[src/rtl/fifo_sync_if.sv]
// Handshake/data bundle between a fifo_sync instance and its user.
// slave = FIFO side, master = the logic pushing into / popping from it.
interface fifo_sync_if #(
  parameter int FIFO_WORD_SIZE = 10
);
  logic                      push;
  logic                      pop;
  logic [FIFO_WORD_SIZE-1:0] data_in;
  logic [FIFO_WORD_SIZE-1:0] data_out;
  logic                      empty;
  logic                      full;
  logic                      almost_full;
  logic                      almost_empty;
  logic                      error;

  modport slave (
    input  push, pop, data_in,
    output data_out, empty, full, almost_full, almost_empty, error
  );

  modport master (
    output push, pop, data_in,
    input  data_out, empty, full, almost_full, almost_empty, error
  );
endinterface

[src/rtl/fifo_sync.sv]
// First-word-fall-through synchronous FIFO with occupancy flags and
// overflow/underflow error; define FIFO_ERROR_STICKY_EN to make error sticky.
module fifo_sync #(
  parameter int FIFO_WORD_SIZE   = 10,
  parameter int FIFO_DEPTH       = 8,
  parameter int PTR_SIZE         = 3,
  parameter int ALMOST_FULL_LVL  = 6,
  parameter int ALMOST_EMPTY_LVL = 2
) (
  input  logic        clk,
  input  logic        reset,
  fifo_sync_if.slave  bus
);

  localparam logic [PTR_SIZE:0]   DEPTH_C = (PTR_SIZE+1)'(FIFO_DEPTH);
  localparam logic [PTR_SIZE:0]   AF_C    = (PTR_SIZE+1)'(ALMOST_FULL_LVL);
  localparam logic [PTR_SIZE:0]   AE_C    = (PTR_SIZE+1)'(ALMOST_EMPTY_LVL);
  localparam logic [PTR_SIZE:0]   CNT_ONE = (PTR_SIZE+1)'(1);
  localparam logic [PTR_SIZE-1:0] PTR_ONE = PTR_SIZE'(1);

  logic [FIFO_WORD_SIZE-1:0] mem_q [FIFO_DEPTH];

  logic [PTR_SIZE-1:0] wr_ptr_q, wr_ptr_d;
  logic [PTR_SIZE-1:0] rd_ptr_q, rd_ptr_d;
  logic [PTR_SIZE:0]   count_q, count_d;
  logic                error_q, error_d;

  logic is_empty, is_full;
  logic do_push, do_pop;
  logic overflow, underflow;

  assign is_empty = (count_q == '0);
  assign is_full  = (count_q == DEPTH_C);

  // A pop on a full FIFO frees the slot the simultaneous push needs.
  assign do_pop    = bus.pop && !is_empty;
  assign do_push   = bus.push && (!is_full || do_pop);
  assign underflow = bus.pop && is_empty;
  assign overflow  = bus.push && !do_push;

  always_comb begin
    wr_ptr_d = wr_ptr_q;
    rd_ptr_d = rd_ptr_q;
    count_d  = count_q;
    if (do_push) wr_ptr_d = wr_ptr_q + PTR_ONE;
    if (do_pop)  rd_ptr_d = rd_ptr_q + PTR_ONE;
    case ({do_push, do_pop})
      2'b10:   count_d = count_q + CNT_ONE;
      2'b01:   count_d = count_q - CNT_ONE;
      default: count_d = count_q;
    endcase
`ifdef FIFO_ERROR_STICKY_EN
    error_d = error_q || overflow || underflow;
`else
    error_d = overflow || underflow;
`endif
  end

  always_ff @(posedge clk or posedge reset) begin
    if (reset) begin
      wr_ptr_q <= '0;
      rd_ptr_q <= '0;
      count_q  <= '0;
      error_q  <= 1'b0;
    end else begin
      wr_ptr_q <= wr_ptr_d;
      rd_ptr_q <= rd_ptr_d;
      count_q  <= count_d;
      error_q  <= error_d;
    end
  end

  // Storage is never reset; a cleared count makes stale words unreachable.
  always_ff @(posedge clk) begin
    if (do_push) mem_q[wr_ptr_q] <= bus.data_in;
  end

  assign bus.data_out     = is_empty ? '0 : mem_q[rd_ptr_q];
  assign bus.empty        = is_empty;
  assign bus.full         = is_full;
  assign bus.almost_full  = (count_q >= AF_C);
  assign bus.almost_empty = (count_q <= AE_C);
  assign bus.error        = error_q;

endmodule

[src/flat_wrapper.sv]
// flat-port wrapper written by rule: the top's interface ports become plain ports
module fifo_sync_flat 
#(
  parameter int FIFO_WORD_SIZE   = 10,
  parameter int FIFO_DEPTH       = 8,
  parameter int PTR_SIZE         = 3,
  parameter int ALMOST_FULL_LVL  = 6,
  parameter int ALMOST_EMPTY_LVL = 2
)
  (clk, reset, bus_push, bus_pop, bus_data_in, bus_data_out, bus_empty, bus_full, bus_almost_full, bus_almost_empty, bus_error);
  fifo_sync_if #(.FIFO_WORD_SIZE(FIFO_WORD_SIZE)) bus_i ();
  input  logic clk;
  input  logic reset;
  input wire logic [$bits(bus_i.push)-1:0] bus_push;
  input wire logic [$bits(bus_i.pop)-1:0] bus_pop;
  input wire logic [$bits(bus_i.data_in)-1:0] bus_data_in;
  output wire logic [$bits(bus_i.data_out)-1:0] bus_data_out;
  output wire logic [$bits(bus_i.empty)-1:0] bus_empty;
  output wire logic [$bits(bus_i.full)-1:0] bus_full;
  output wire logic [$bits(bus_i.almost_full)-1:0] bus_almost_full;
  output wire logic [$bits(bus_i.almost_empty)-1:0] bus_almost_empty;
  output wire logic [$bits(bus_i.error)-1:0] bus_error;
  assign bus_i.push = bus_push;
  assign bus_i.pop = bus_pop;
  assign bus_i.data_in = bus_data_in;
  assign bus_data_out = bus_i.data_out;
  assign bus_empty = bus_i.empty;
  assign bus_full = bus_i.full;
  assign bus_almost_full = bus_i.almost_full;
  assign bus_almost_empty = bus_i.almost_empty;
  assign bus_error = bus_i.error;
  fifo_sync #(.FIFO_WORD_SIZE(FIFO_WORD_SIZE), .FIFO_DEPTH(FIFO_DEPTH), .PTR_SIZE(PTR_SIZE), .ALMOST_FULL_LVL(ALMOST_FULL_LVL), .ALMOST_EMPTY_LVL(ALMOST_EMPTY_LVL)) u_core (.clk(clk), .reset(reset), .bus(bus_i));
endmodule
[config.mk]
export PLATFORM = sky130hd
export DESIGN_NAME = fifo_sync_flat
export DESIGN_NICKNAME = d
export VERILOG_FILES = /design/src/rtl/fifo_sync_if.sv /design/src/rtl/fifo_sync.sv /design/src/flat_wrapper.sv
export SDC_FILE = /design/constraint.sdc
export NUM_CORES = 1
export LEC_CHECK = 0
export CORE_AREA = 2 2 90 92
export DETAILED_ROUTE_END_ITERATION = 7
export DIE_AREA = 0 0 92 94
export GPL_TIMING_DRIVEN = 1
export PLACE_DENSITY_LB_ADDON = 0.2
export SLEW_MARGIN = 10
export SYNTH_ARGS = -nofsm -noshare
export SYNTH_HDL_FRONTEND = slang
export SYNTH_SLANG_ARGS = --single-unit
[constraint.sdc]
create_clock -name clk -period 5.35 [get_ports clk]
set_clock_uncertainty 0.05 [all_clocks]
set_input_delay 0.8025 -clock clk [delete_from_list [all_inputs] [get_ports clk]]
set_output_delay 0.8025 -clock clk [all_outputs]
set_load 0.02 [all_outputs]
==> impl_results.md, run 1 <==
* Outcome: complete, no violations
* WS Path Type: flop to output pin
* Die width at 92 um
* Actual slew at the worst max-slew pin at 1.11 ns
* Synth Instances at 223
* Post-synth EDFFs at 80
* Req. time, crit path at 4.50 ns
* Clk sink count at 91
* GR Overflow Total at 0
* Worst path arrival time at 3.01 ns
* Post-synthesis instance area at 3780 um^2
* Via density at 5.57
* Via count at 2,027
* IO buf count at 28
* Period utilization at 72.1%
* Internal power at 1.53 mW
* Antenna violations before repair at 0
* Net switching power at 0.867 mW
* GP Congestion at 0.692
* Syn-to-layout area delta at 15.7%
* Vias in the first global route at 1,974
* DR iter-0 viols at 134
* I/O pins at 29
* Post-synthesis async set-or-reset flop share at 12.1%
* Post-place setup slack at 1.76 ns
* DRC violations left at 0
* Share of cells above drive strength 1 at 11.8%
* Fin area at 4380 um^2
* Clk slew on worst S/H paths at 0.08 ns
* GRT Total Usage at 18.1%
* Slew headroom at 25.5%
* Pwr Density at 549 nW/um^2
* Post-Layout Cell Count at 364
* Total CTS buffers at 9
* Clk pwr share at 17.7%
* CTS root buf: clkbuf_8
* Nets at 276
* Hold Buf Count CTS at 0
* Fin. Hold Viols at 0
* Reg2reg path depth at 6
* Crit Path Max Fanout at 32
* Pleak at 1.55 nW
* Syn Nets at 242
* Die H at 94 um
* Wire per inst at 20.0 um
* Post-layout util at 57.5%
* Dpl cells at 348
* Router iterations before antenna repair at 4
* Fin crit period at 3.86 ns
* Max Cap Viol at 0
* Routed WL at 7270 um
* Initial Util at 49.7%
* DRT antenna net count at 0
* Reg2reg start: u_core.count_q[0]$_DFFE_PP0P_
* Sw Share at 36.1%
* Post-CTS setup buffers at 0
* Total Power at 2.40 mW
* Most used flip-flop cell after synthesis: edfxtp_1
* Deepest clock path buffer count at 2
* Largest net degree at the start of global routing at 33
* Max-slew violations at 0
* Synth cell types at 39
* Sequential power share at 44.2%
* Number of core rows at 32
* Worst IR Drop VDD at 0.000262 V
* RSZ-0062 raised after global routing: no
* H-tree Lvls at 3
* Worst setup path end: bus_data_out[3]
* Post-CTS Resized at 0
* Syn avg cell area at 17.0 um^2
* CP endpoint kind: output pin
* Area of placed instances at 4190 um^2
* Crit path launch type: flop
* Worst-Skew Late Latency at 0.35 ns
* Setup crit start: u_core.rd_ptr_q[1]$_DFFE_PP0P_
* Setup TNS at 0 ns
* Tightest Hold Check Type: flop to flop
* Synth warn at 0
* Filler cells at 627
* FMAX at 259 MHz
* Register area share after synthesis at 70.8%
* Final WS setup at 1.49 ns
* Synth Register Bits at 91
* Worst r2r dst: u_core.count_q[3]$_DFFE_PP0P_
* Detailed placer's ending HPWL at 4270 um
* CTS tree: yes
* First-pass GRT wire length at 11,200 um
* Worst reg2reg setup slack at 2.21 ns
* Hold WS at 0.475 ns
* Die ar. at 8650 um^2
* Diode count at 0
* Final setup fails at 0
* Core area at 7610 um^2
* Combinational share of power at 38.0%
## cell usage after synthesis, drive strengths merged (5+ instances only)
cell     n  area, um^2
mux2i   41         410
dfrtp   11         275
buf     11        65.1
nor2     6        22.5
ha       5        62.6
edfxtp  80        2400
a221oi  10        87.6
a221o   10         100
## layout make-up
type                    instances  area (um^2)  area share [%]
clock buffers                   9          124            2.83
repair buffers                 35          333            7.61
inverters                       4         15.0           0.343
well taps                     102          128            2.92
flip-flops and latches         91         2680            61.2
clock inverters                 7         61.3            1.40
multi-input cells             116         1040            23.7
## power by group through the flow
| stage | Combinational (mW) | Sequential [mW] | Clock (mW) |
|---|---|---|---|
| after CTS | 0.926 | 1.06 | 0.439 |
| after global routing | 0.987 | 1.08 | 0.467 |
| after floorplan | 0.670 | 0.980 | 0 |
| after global placement | 0.911 | 1.07 | 0 |
| after detailed placement | 0.923 | 1.08 | 0 |
| final | 0.913 | 1.06 | 0.426 |
## registers in the layout, indices dropped and copies added, names as in the netlist
signal and flops:
u_core.wr_ptr_q 3, u_core.rd_ptr_q 3, u_core.mem_q 80, u_core.bus.error 1
u_core.count_q 4
## logic make-up (layout without fill, tap and decap cells)
group | after synthesis | in the layout | share of synthesized area, %
multiplexers | 44 | 44 | 11.7
XOR/XNOR | 7 | 7 | 1.62
buffers and inverters | 16 | 55 | 2.22
adder cells (fa/ha/maj) | 5 | 5 | 1.65
AND/OR/NAND/NOR | 28 | 28 | 4.43
AO/OA/AOI/OAI | 32 | 32 | 7.54
flip-flops | 91 | 91 | 70.8
## worst max-delay path: stages (launching register included)
cell             delay (ns)
dfrtp_2                0.96
buf_4                  0.36
mux2i_1                0.10
a221o_1                0.34
a221oi_1               0.22
clkdlybuf4s50_1        0.65
## cells in the final DEF, fill, tap and decap left out, types with 2 or more instances in the layout
master           instances
ha_1                     5
edfxtp_1                80
buf_4                    7
xnor2_1                  4
inv_6                    3
nand2b_1                 2
mux2i_1                 41
nor2_1                   6
a221oi_1                10
clkdlybuf4s50_1         28
clkbuf_8                 9
a21o_1                   2
nor3_1                   4
mux2_2                   2
o211ai_1                 2
clkinvlp_4               2
xor2_1                   3
a221o_1                 10
inv_1                    4
dfrtp_1                 10
nand2_1                  4
nor2b_1                  4
## how the worst min path moves through the flow
stage / from / endpoint / slack, ns / cells after the start
2_1_floorplan: u_core.rd_ptr_q[2]$_DFFE_PP0P_ / u_core.rd_ptr_q[2]$_DFFE_PP0P_ / 0.44 / 1
3_3_place_gp: u_core.rd_ptr_q[2]$_DFFE_PP0P_ / u_core.rd_ptr_q[2]$_DFFE_PP0P_ / 0.45 / 1
3_5_place_dp: u_core.rd_ptr_q[2]$_DFFE_PP0P_ / u_core.rd_ptr_q[2]$_DFFE_PP0P_ / 0.46 / 1
4_1_cts: u_core.rd_ptr_q[2]$_DFFE_PP0P_ / u_core.rd_ptr_q[2]$_DFFE_PP0P_ / 0.48 / 1
5_1_grt: u_core.rd_ptr_q[2]$_DFFE_PP0P_ / u_core.rd_ptr_q[2]$_DFFE_PP0P_ / 0.52 / 1
6_report: u_core.rd_ptr_q[2]$_DFFE_PP0P_ / u_core.rd_ptr_q[2]$_DFFE_PP0P_ / 0.48 / 1
## per-layer routing
layer / routed length [um] / GRT usage, % / part of all wire [%]
met2: 3570 / 28.9 / 49
met1: 3190 / 24.5 / 44
met5: 0 / 0 / 0
met3: 451 / 3.77 / 6.2
met4: 67 / 7.46 / 0.92
No activity file was read; power rests on OpenSTA's default activity.
==> inputs of run 2 (changes only) <==
==> constraint.sdc (replaced) <==
create_clock -name clk -period 3.3 [get_ports clk]
set_clock_uncertainty 0.05 [all_clocks]
set_input_delay 0.495 -clock clk [delete_from_list [all_inputs] [get_ports clk]]
set_output_delay 0.495 -clock clk [all_outputs]
set_load 0.02 [all_outputs]
==> run 2 against run 1 <==
- sequential share of layout area down 1.0 points
- utilization up 1.1 points
- die area unchanged
- final cell count up 2.5%
- worst setup slack worse by 1.4 ns
- clock power up 67%
- first-iteration DRC count up 6.7%
- combinational power up 80%
- power up 66%
- flip-flop and latch count unchanged
- routed wire length down 4.9%
- final area up 1.8%
- largest cell class unchanged
==> impl_results.md, run 2 (synthesized netlist as in run 1, its figures left out) <==
* Fin. Hold Viols at 0 (unchanged)
* Hold WS at 0.389 ns (-0.0860 ns)
* RSZ-0062 raised after global routing: no
* Crit path launch type: flop
* Share of cells above drive strength 1 at 15.1% (+3.3 points)
* GR Overflow Total at 0 (unchanged)
* First-pass GRT wire length at 10,800 um (-3.0%)
* Clk sink count at 91 (unchanged)
* IO buf count at 28 (unchanged)
* Syn-to-layout area delta at 17.8%
* Area of placed instances at 4260 um^2 (+1.7%)
* Routed WL at 6910 um (-4.9%)
* Worst path arrival time at 2.63 ns (-0.38 ns)
* Core area at 7610 um^2 (unchanged)
* DRT antenna net count at 0 (unchanged)
* Most frequent cells in the layout: 80 x edfxtp_1, 41 x mux2i_1, 28 x clkdlybuf4s50_1
* DRC violations left at 0 (unchanged)
* Actual slew at the worst max-slew pin at 1.02 ns (-0.0972 ns)
* Tightest Hold Check Type: primary input to asynchronous set/reset pin
* I/O pins at 29 (unchanged)
* Antenna violations before repair at 0 (unchanged)
* Vias in the first global route at 2,045 (+3.6%)
* Router iterations before antenna repair at 4 (unchanged)
* Setup TNS at 0 ns (unchanged)
* Final setup fails at 0 (unchanged)
* Combinational share of power at 41.2% (+3.2 points)
* Largest register by flop count: u_core.mem_q
* Total CTS buffers at 9 (unchanged)
* Net switching power at 1.42 mW (+64%)
* Internal power at 2.56 mW (+67%)
* Die width at 92 um (unchanged)
* Worst IR Drop VDD at 0.000430 V (+64%)
* Commonest non-fill, non-tap cell in the layout: edfxtp_1
* Period utilization at 96.1%
* Fin crit period at 3.17 ns
* Largest net degree at the start of global routing at 21 (-36%)
* Slew headroom at 32.1% (+6.6 points)
* Diode count at 0 (unchanged)
* Wire per inst at 18.5 um (-7.2%)
* DR iter-0 viols at 143 (+6.7%)
* H-tree Lvls at 3 (unchanged)
* Worst r2r dst: u_core.count_q[3]$_DFFE_PP0P_
* Sequential power share at 40.9% (-3.3 points)
* Post-Layout Cell Count at 373 (+2.5%)
* FMAX at 315 MHz
* Max reg flops at 80 (unchanged)
* Pwr Density at 894 nW/um^2 (+63%)
* Crit Path Max Fanout at 20 (-38%)
* Clk pwr share at 17.9% (+0.2 points)
* Pleak at 1.61 nW (+3.7%)
* CTS tree: yes
* GP Congestion at 0.779 (+13%)
* Fin area at 4460 um^2 (+1.8%)
* Clk slew on worst S/H paths at 0.09 ns (about the same)
* Hold Buf Count CTS at 0 (unchanged)
* Deepest clock path buffer count at 2 (unchanged)
* Max-slew violations at 0 (unchanged)
* Dpl cells at 357 (+2.6%)
* Reg2reg path depth at 6 (unchanged)
* Worst-Skew Late Latency at 0.35 ns (about the same)
* Detailed placer's ending HPWL at 4180 um (-2.2%)
* Req. time, crit path at 2.75 ns (-1.75 ns)
* Post-CTS setup buffers at 0 (unchanged)
* Reg2reg start: u_core.count_q[3]$_DFFE_PP0P_
* CP endpoint kind: output pin
* Die ar. at 8650 um^2 (unchanged)
* Die H at 94 um (unchanged)
* WS Path Type: flop to output pin
* Worst reg2reg setup slack at 0.46 ns (-1.75 ns)
* Outcome: complete, no violations
* Nets at 285 (+3.3%)
* Via count at 2,070 (+2.1%)
* Sw Share at 35.6% (-0.49 points)
* CTS root buf: clkbuf_8
* Max Cap Viol at 0 (unchanged)
* Largest regs: u_core.mem_q (80), u_core.count_q (4)
* Filler cells at 600 (-4.3%)
* GRT Total Usage at 17.3% (-0.83 points)
* Via density at 5.55 (-0.34%)
* Number of core rows at 32 (unchanged)
* Initial Util at 49.7% (unchanged)
[run 2: worst max-delay path, cell delays in order, from the launching register on]
cell             delay (ns)
dfrtp_4                0.62
buf_12                 0.22
mux2i_1                0.13
a221o_1                0.34
a221oi_1               0.28
clkdlybuf4s50_1        0.67
[run 2: area by class of cell]
cell class,instances,area (um^2),share of cell area [%]
Clock buffer,9,124,2.78
Clock inverter,7,67.6,1.52
Inverter,4,15.0,0.337
Multi-Input combinational cell,116,1030,23.1
Sequential cell,91,2680,60.2
Tap cell,102,128,2.86
Timing Repair Buffer,44,413,9.27
[run 2: repair_timing]
action / 4_1_cts / 5_1_grt
resized for setup: 0 / 1
endpoints found under the hold margin: 0 / 0
endpoints found under the setup margin: 0 / 1
[run 2: metrics by stage]
step	util (%)	power (mW)	worst slack, ns
after global placement	56.0	3.29	0.364
after CTS	58.5	4.02	0.0254
final	58.6	3.98	0.129
after detailed placement	56.0	3.31	0.245
after floorplan	-	2.68	0.606
after global routing	58.6	4.21	0.0575
[run 2: metal layers]
| metal | vias to the layer above | routed length, um | GRT usage, % |
|---|---|---|---|
| met3 | 11 | 194 | 2.81 |
| met5 | - | 0 | 0 |
| met1 | 1039 | 3320 | 24.2 |
| met4 | 0 | 121 | 7.46 |
| met2 | 39 | 3280 | 27.1 |
| li1 | 981 | - | - |
[run 2: worst max-delay path by stage]
stage	slack [ns]	startpoint	end
3_3_place_gp	0.36	bus_pop	u_core.count_q[3]$_DFFE_PP0P_
2_1_floorplan	0.61	u_core.count_q[1]$_DFFE_PP0P_	u_core.count_q[3]$_DFFE_PP0P_
4_1_cts	0.03	u_core.rd_ptr_q[1]$_DFFE_PP0P_	bus_data_out[9]
6_report	0.13	u_core.rd_ptr_q[1]$_DFFE_PP0P_	bus_data_out[9]
5_1_grt	0.06	u_core.rd_ptr_q[1]$_DFFE_PP0P_	bus_data_out[9]
3_5_place_dp	0.25	bus_pop	u_core.count_q[3]$_DFFE_PP0P_
[run 2: power by group through the flow]
| stage | Combinational (mW) | Clock, mW | Sequential (mW) |
|---|---|---|---|
| 2_1_floorplan | 1.09 | 0 | 1.59 |
| 3_3_place_gp | 1.64 | 0 | 1.65 |
| 3_5_place_dp | 1.66 | 0 | 1.65 |
| 4_1_cts | 1.66 | 0.732 | 1.63 |
| 5_1_grt | 1.76 | 0.782 | 1.66 |
| 6_report | 1.64 | 0.711 | 1.63 |
